### src/rtl/cell_pos_streamer.sv
// cell_pos_streamer: read master for one position cell RAM.
// Fetches the particle count at addr 0, then streams positions
// 1..count over valid/ready through a small credit-managed FIFO.
// Ports: clk, rst_n (async, active-low), start;
//   RAM side: ram_addr, ram_rden, ram_q (2-cycle read latency);
//   stream side: out_data, out_valid, out_ready, out_last;
//   status: busy, done, count (clamped particle count).
// Optional: define CELL_STREAM_PID_EN to add out_pid, the RAM
//   address (1..count) of the beat at the FIFO head.
module cell_pos_streamer #(
  parameter int DATA_WIDTH   = 96,
  parameter int PARTICLE_NUM = 220,
  parameter int ADDR_WIDTH   = 8,
  parameter int FIFO_DEPTH   = 4
) (
  input  logic                  clk,
  input  logic                  rst_n,
  input  logic                  start,
  output logic [ADDR_WIDTH-1:0] ram_addr,
  output logic                  ram_rden,
  input  logic [DATA_WIDTH-1:0] ram_q,
  output logic [DATA_WIDTH-1:0] out_data,
  output logic                  out_valid,
  input  logic                  out_ready,
  output logic                  out_last,
`ifdef CELL_STREAM_PID_EN
  output logic [ADDR_WIDTH-1:0] out_pid,
`endif
  output logic                  busy,
  output logic                  done,
  output logic [ADDR_WIDTH-1:0] count
);

  localparam int PW = $clog2(FIFO_DEPTH);
  localparam int OW = PW + 1;
  localparam logic [ADDR_WIDTH-1:0] MAXC =
    ADDR_WIDTH'(PARTICLE_NUM - 1);

  typedef enum logic [2:0] {
    IDLE, RD_CNT, WAIT_CNT, STREAM, DRAIN, DONE
  } state_e;

  state_e                state_q;
  logic                  rden_q;
  logic [ADDR_WIDTH-1:0] addr_q;
  logic                  busy_q;
  logic                  done_q;
  logic [ADDR_WIDTH-1:0] count_q;
  logic [ADDR_WIDTH-1:0] na_q;
  logic                  wait_q;

  // Read-return tracking: one stage per cycle of RAM latency.
  logic                  p1_q;
  logic                  p2_q;
  logic [ADDR_WIDTH-1:0] p1_addr_q;
  logic [ADDR_WIDTH-1:0] p2_addr_q;

  logic [DATA_WIDTH-1:0] mem_data [FIFO_DEPTH];
  logic                  mem_last [FIFO_DEPTH];
`ifdef CELL_STREAM_PID_EN
  logic [ADDR_WIDTH-1:0] mem_pid  [FIFO_DEPTH];
`endif
  logic [PW-1:0]         wr_q;
  logic [PW-1:0]         rd_q;
  logic [OW-1:0]         occ_q;

  logic                  push;
  logic                  pop;
  logic                  empty;
  logic                  in_flight;
  logic [OW:0]           used;
  logic                  credit_ok;
  logic [ADDR_WIDTH-1:0] cnt_raw;
  logic [ADDR_WIDTH-1:0] cnt_clamp;

  assign push      = p2_q;
  assign empty     = (occ_q == '0);
  assign out_valid = !empty;
  assign pop       = out_valid && out_ready;
  assign in_flight = rden_q | p1_q | p2_q;

  // A slot freed by this cycle's pop may be reused by the next
  // read, which keeps one beat per cycle with a 4-entry FIFO.
  assign used = (OW+1)'(occ_q) + (OW+1)'(rden_q)
              + (OW+1)'(p1_q) + (OW+1)'(p2_q);
  assign credit_ok =
    (used - (OW+1)'(pop)) < (OW+1)'(FIFO_DEPTH);

  assign cnt_raw   = ram_q[ADDR_WIDTH-1:0];
  assign cnt_clamp = (cnt_raw > MAXC) ? MAXC : cnt_raw;

  assign ram_rden = rden_q;
  assign ram_addr = addr_q;
  assign busy     = busy_q;
  assign done     = done_q;
  assign count    = count_q;

  // Head is masked so stale entries never leak when empty.
  assign out_data = empty ? '0 : mem_data[rd_q];
  assign out_last = !empty && mem_last[rd_q];
`ifdef CELL_STREAM_PID_EN
  assign out_pid  = empty ? '0 : mem_pid[rd_q];
`endif

  always_ff @(posedge clk or negedge rst_n) begin
    if (!rst_n) begin
      state_q <= IDLE;
      rden_q  <= 1'b0;
      addr_q  <= '0;
      busy_q  <= 1'b0;
      done_q  <= 1'b0;
      count_q <= '0;
      na_q    <= '0;
      wait_q  <= 1'b0;
    end else begin
      rden_q <= 1'b0;
      done_q <= 1'b0;
      unique case (state_q)
        IDLE: begin
          if (start) begin
            state_q <= RD_CNT;
            busy_q  <= 1'b1;
            rden_q  <= 1'b1;
            addr_q  <= '0;
          end
        end
        RD_CNT: begin
          state_q <= WAIT_CNT;
          wait_q  <= 1'b0;
        end
        WAIT_CNT: begin
          if (!wait_q) begin
            wait_q <= 1'b1;
          end else begin
            count_q <= cnt_clamp;
            na_q    <= ADDR_WIDTH'(1);
            if (cnt_clamp == '0) begin
              state_q <= DONE;
              done_q  <= 1'b1;
              busy_q  <= 1'b0;
            end else begin
              state_q <= STREAM;
            end
          end
        end
        STREAM: begin
          if (credit_ok) begin
            rden_q <= 1'b1;
            addr_q <= na_q;
            na_q   <= na_q + ADDR_WIDTH'(1);
            if (na_q == count_q) state_q <= DRAIN;
          end
        end
        DRAIN: begin
          if (pop && out_last && !in_flight) begin
            state_q <= DONE;
            done_q  <= 1'b1;
            busy_q  <= 1'b0;
          end
        end
        DONE: state_q <= IDLE;
        default: state_q <= IDLE;
      endcase
    end
  end

  always_ff @(posedge clk or negedge rst_n) begin
    if (!rst_n) begin
      p1_q      <= 1'b0;
      p2_q      <= 1'b0;
      p1_addr_q <= '0;
      p2_addr_q <= '0;
    end else begin
      p1_q      <= rden_q && (addr_q != '0);
      p2_q      <= p1_q;
      p1_addr_q <= addr_q;
      p2_addr_q <= p1_addr_q;
    end
  end

  always_ff @(posedge clk or negedge rst_n) begin
    if (!rst_n) begin
      wr_q  <= '0;
      rd_q  <= '0;
      occ_q <= '0;
      for (int i = 0; i < FIFO_DEPTH; i++) begin
        mem_data[i] <= '0;
        mem_last[i] <= 1'b0;
`ifdef CELL_STREAM_PID_EN
        mem_pid[i]  <= '0;
`endif
      end
    end else begin
      if (push) begin
        mem_data[wr_q] <= ram_q;
        mem_last[wr_q] <= (p2_addr_q == count_q);
`ifdef CELL_STREAM_PID_EN
        mem_pid[wr_q]  <= p2_addr_q;
`endif
        wr_q <= wr_q + PW'(1);
      end
      if (pop) rd_q <= rd_q + PW'(1);
      unique case ({push, pop})
        2'b10:   occ_q <= occ_q + OW'(1);
        2'b01:   occ_q <= occ_q - OW'(1);
        default: occ_q <= occ_q;
      endcase
    end
  end

  a_no_overflow: assert property (
    @(posedge clk) disable iff (!rst_n)
    !(push && !pop && occ_q == OW'(FIFO_DEPTH)));

endmodule
### config.mk
export PLATFORM = sky130hd
export DESIGN_NAME = cell_pos_streamer
export DESIGN_NICKNAME = d
export VERILOG_FILES = /design/src/rtl/cell_pos_streamer.sv
export SDC_FILE = /design/constraint.sdc
export NUM_CORES = 1
export LEC_CHECK = 0
export BUFFER_PORTS_ARGS = -buffer_cell sky130_fd_sc_hd__buf_2
export CAP_MARGIN = 20
export CORE_MARGIN = 4
export CORE_UTILIZATION = 53
export CTS_CLUSTER_SIZE = 30
export DETAILED_ROUTE_END_ITERATION = 12
export PLACE_DENSITY = 0.76
export RECOVER_POWER = 25
export SYNTH_ARGS = -nofsm -noshare
export SYNTH_HDL_FRONTEND = slang
export SYNTH_SLANG_ARGS = --single-unit
### constraint.sdc
create_clock -name clk -period 2.8 [get_ports clk]
set_clock_uncertainty 0.1 [all_clocks]
set_input_delay 0.7 -clock clk [delete_from_list [all_inputs] [get_ports clk]]
set_output_delay 0.7 -clock clk [all_outputs]
set_load 0.02 [all_outputs]
==> metrics.txt <==
RSZ-0062 raised after global routing yes; Period minus WS final 3.02 ns; clock latency on the worst-skew pair 0.57 ns; DIE AREA 40800 um^2; Final GP Congestion 0.820; average size of a mapped cell 15.5 um^2; Fin. Hold Viols 0; routed length per instance 21.8 um; Mapped Nets 1397; yosys warns 0; Setup Crit Path Kind register to output pin; commonest non-fill, non-tap cell in the layout dfrtp_1; status complete, but fails checks; CP Launch Type register; final wirelength 45900 um; Worst Tran Pin Value 2.25 ns; Global Route Usage Sum 22.7%; Final Util 66.3%; share of cells above drive strength 1 57.5%; number of global-route vias before repair 13214; Port Buffers 216; Clock transition at path regs 0.06 ns; Initial DRT Pass Iterations 5; Rows 70; maximum VDD drop 1170 uV; Post-CTS Hold Fix Bufs 0; synthesized-area fraction occupied by adder cells 0.766%; LEAKAGE 10.7 nW; core area 36900 um^2; DIE WIDTH 202 um; Final Max Slew Viols 80; Max-Cap Viols 1; Num CTS Buffers 47; grt ovf 0; CTS Buffer Depth 3; failing checks capacitance limit, slew limit, setup timing; post-synth cell types 58; Worst Setup End Kind output pin; sequential share of the synthesized area 55.8%; first-pass GRT wire length 74000 um; final setup violation count 98; ys async rst share 100%; Area growth syn-to-layout 22.7%; period utilisation layout 108%; detailed-placement wirelength estimate 28100 um; CTS tree yes; simple-gate area share of the yosys netlist 5.33%; most frequent cells in the layout dfrtp_1 (442), mux2_2 (384), buf_2 (191); Top Ports 217; pin count of the biggest net entering global routing 99; Die Ht 202 um; DR vias/cell 5.73; Setup TNS -16.30 ns; clk sinks 444; Root Driver clkbuf_16; Post-synth EDFFs 0; ANT nets after route 0; Final nets 1670; Max Clock Freq 331 MHz; fillcell total 2568; slew margin rel. -49.9%; DRC viols 0; Power Dens Cells 1450 nW/um^2; Synth Area in Compound Gates 1.79%; Critical Path RT 2.00 ns; largest family of logic cells by synthesized area multiplexers; antenna violations before repair 2; setup ws final -0.225 ns; post-synthesis mux area share 32.9%; H-tree depth 2; Arr. time, crit path 2.22 ns; Most used DFF post-synth dfrtp_1; post-synthesis register bit count 444; xor/xnor share of the synthesized area 1.22%; starting density of the core 54.0%; Crit Path Max Fanout 12; Mapped Cells 1286; Hold Crit Class register to register; initial drt markers 674; Cell Area, Synth 19900 um^2; via count 12052
power breakdown:
group / total [W] / switching (W) / internal, W
Clock: 0.00651 / 0.00252 / 0.00400
Combinational: 0.0177 / 0.00803 / 0.00964
Sequential: 0.0112 / 0.00165 / 0.00957
Total: 0.0354 / 0.0122 / 0.0232
kinds of logic after synthesis:
kind of cell | Yosys count
multiplexers | 486
flip-flops | 444
AND/OR/NAND/NOR | 180
AO/OA/AOI/OAI | 45
XOR/XNOR | 26
buffers and inverters | 94
adder cells (fa/ha/maj) | 11
per-stage QoR:
stage	power [W]	worst slack [ns]	instance area, um^2	std cells	hold slack, ns
finish	0.0354	-0.225	24400	2104	0.249
CTS	0.0347	-0.270	24200	2088	0.0650
global route	0.0375	-0.305	24400	2103	0.256
floorplan	0.0219	0.0300	19900	1286	0.231
detailed placement	0.0268	-0.286	22000	1976	0.237
global placement	0.0262	-0.159	22000	1976	0.232
layer usage:
metal  share of wire, %  up-vias  track usage, %  wire length, um
met5                  0        -               0                0
met4                2.1        0            5.54              947
met3                5.5       75            4.65             2520
met2                 49      326            36.5            22500
met1                 43     6378            32.3            19900
li1                   -     5273               -                -
registers in the layout, indices dropped and copies added, names as in the netlist:
name and cells:
count 8, p1_q 1, na_q 8, wait_q 1, state_q 3, p2_addr_q 8, ram_rden 1, done 1
mem_last 4, occ_q 3, busy 1, ram_addr 8, mem_data 384, p2_q 1, p1_addr_q 8, rd_q 2
wr_q 2
cells in the mapped netlist, types with 2 or more instances:
cell | count | area [um^2]
dfrtp_1 | 444 | 11100
a31oi_1 | 2 | 12.5
buf_6 | 3 | 33.8
xnor2_1 | 20 | 175
inv_1 | 10 | 37.5
o31ai_1 | 6 | 45.0
nand2b_1 | 2 | 12.5
nor3_1 | 2 | 10.0
buf_1 | 14 | 52.6
nor2_1 | 10 | 37.5
o31a_1 | 2 | 17.5
xnor2_2 | 2 | 32.5
nor4_1 | 4 | 25.0
o21ai_0 | 8 | 40.0
mux2_2 | 384 | 4320
o21a_1 | 2 | 15.0
mux4_2 | 97 | 2180
a22o_1 | 8 | 70.1
ha_1 | 9 | 113
fa_1 | 2 | 40.0
clkbuf_1 | 20 | 75.1
nand4_1 | 8 | 50.1
nand2_1 | 34 | 128
nor3b_1 | 2 | 15.0
mux2i_1 | 5 | 50.1
xor2_1 | 4 | 35.0
nand3_1 | 5 | 25.0
a21oi_1 | 4 | 20.0
or4_1 | 4 | 30.0
buf_4 | 3 | 22.5
and2_1 | 97 | 607
buf_2 | 43 | 215
cell type report:
type	count	area (um^2)	share of cell area, %
tap	504	631	2.58
clock inverter	17	241	0.988
antenna	3	7.51	0.0307
clock buffer	70	1400	5.71
inverter	11	46.3	0.189
timing repair buffer	306	2430	9.94
multi-input combinational	749	8570	35.1
sequential	444	11100	45.5
critical path: stages (launching register included):
cell and delay [ns]:
dfrtp_4 0.45, buf_12 0.18, buf_6 0.16, mux4_2 0.50
and2_1 0.20, buf_2 0.17
path summary, 6_finish.rpt:
kind	start	to	slack (ns)	depth (start not counted)
setup reg to reg	occ_q[1]	ram_addr[1]	-0.03	12
hold reg to reg	p1_addr_q[2]	p2_addr_q[2]	0.25	0
min in group asynchronous	rst_n	mem_data[29]	0.69	1
max in group asynchronous	rst_n	mem_data[287]	0.25	2
setup / recovery	rd_q[0]	out_data[15]	-0.22	5
hold / removal	p1_addr_q[2]	p2_addr_q[2]	0.25	0
repair_timing:
action                                  in CTS  in global routing
cloned                                       5                  4
pin swaps                                   14                 15
resized for setup                           60                 50
setup buffers                               20                  9
endpoints found under the setup margin     110                114
Note: power is estimated with default switching activity, not from simulation.
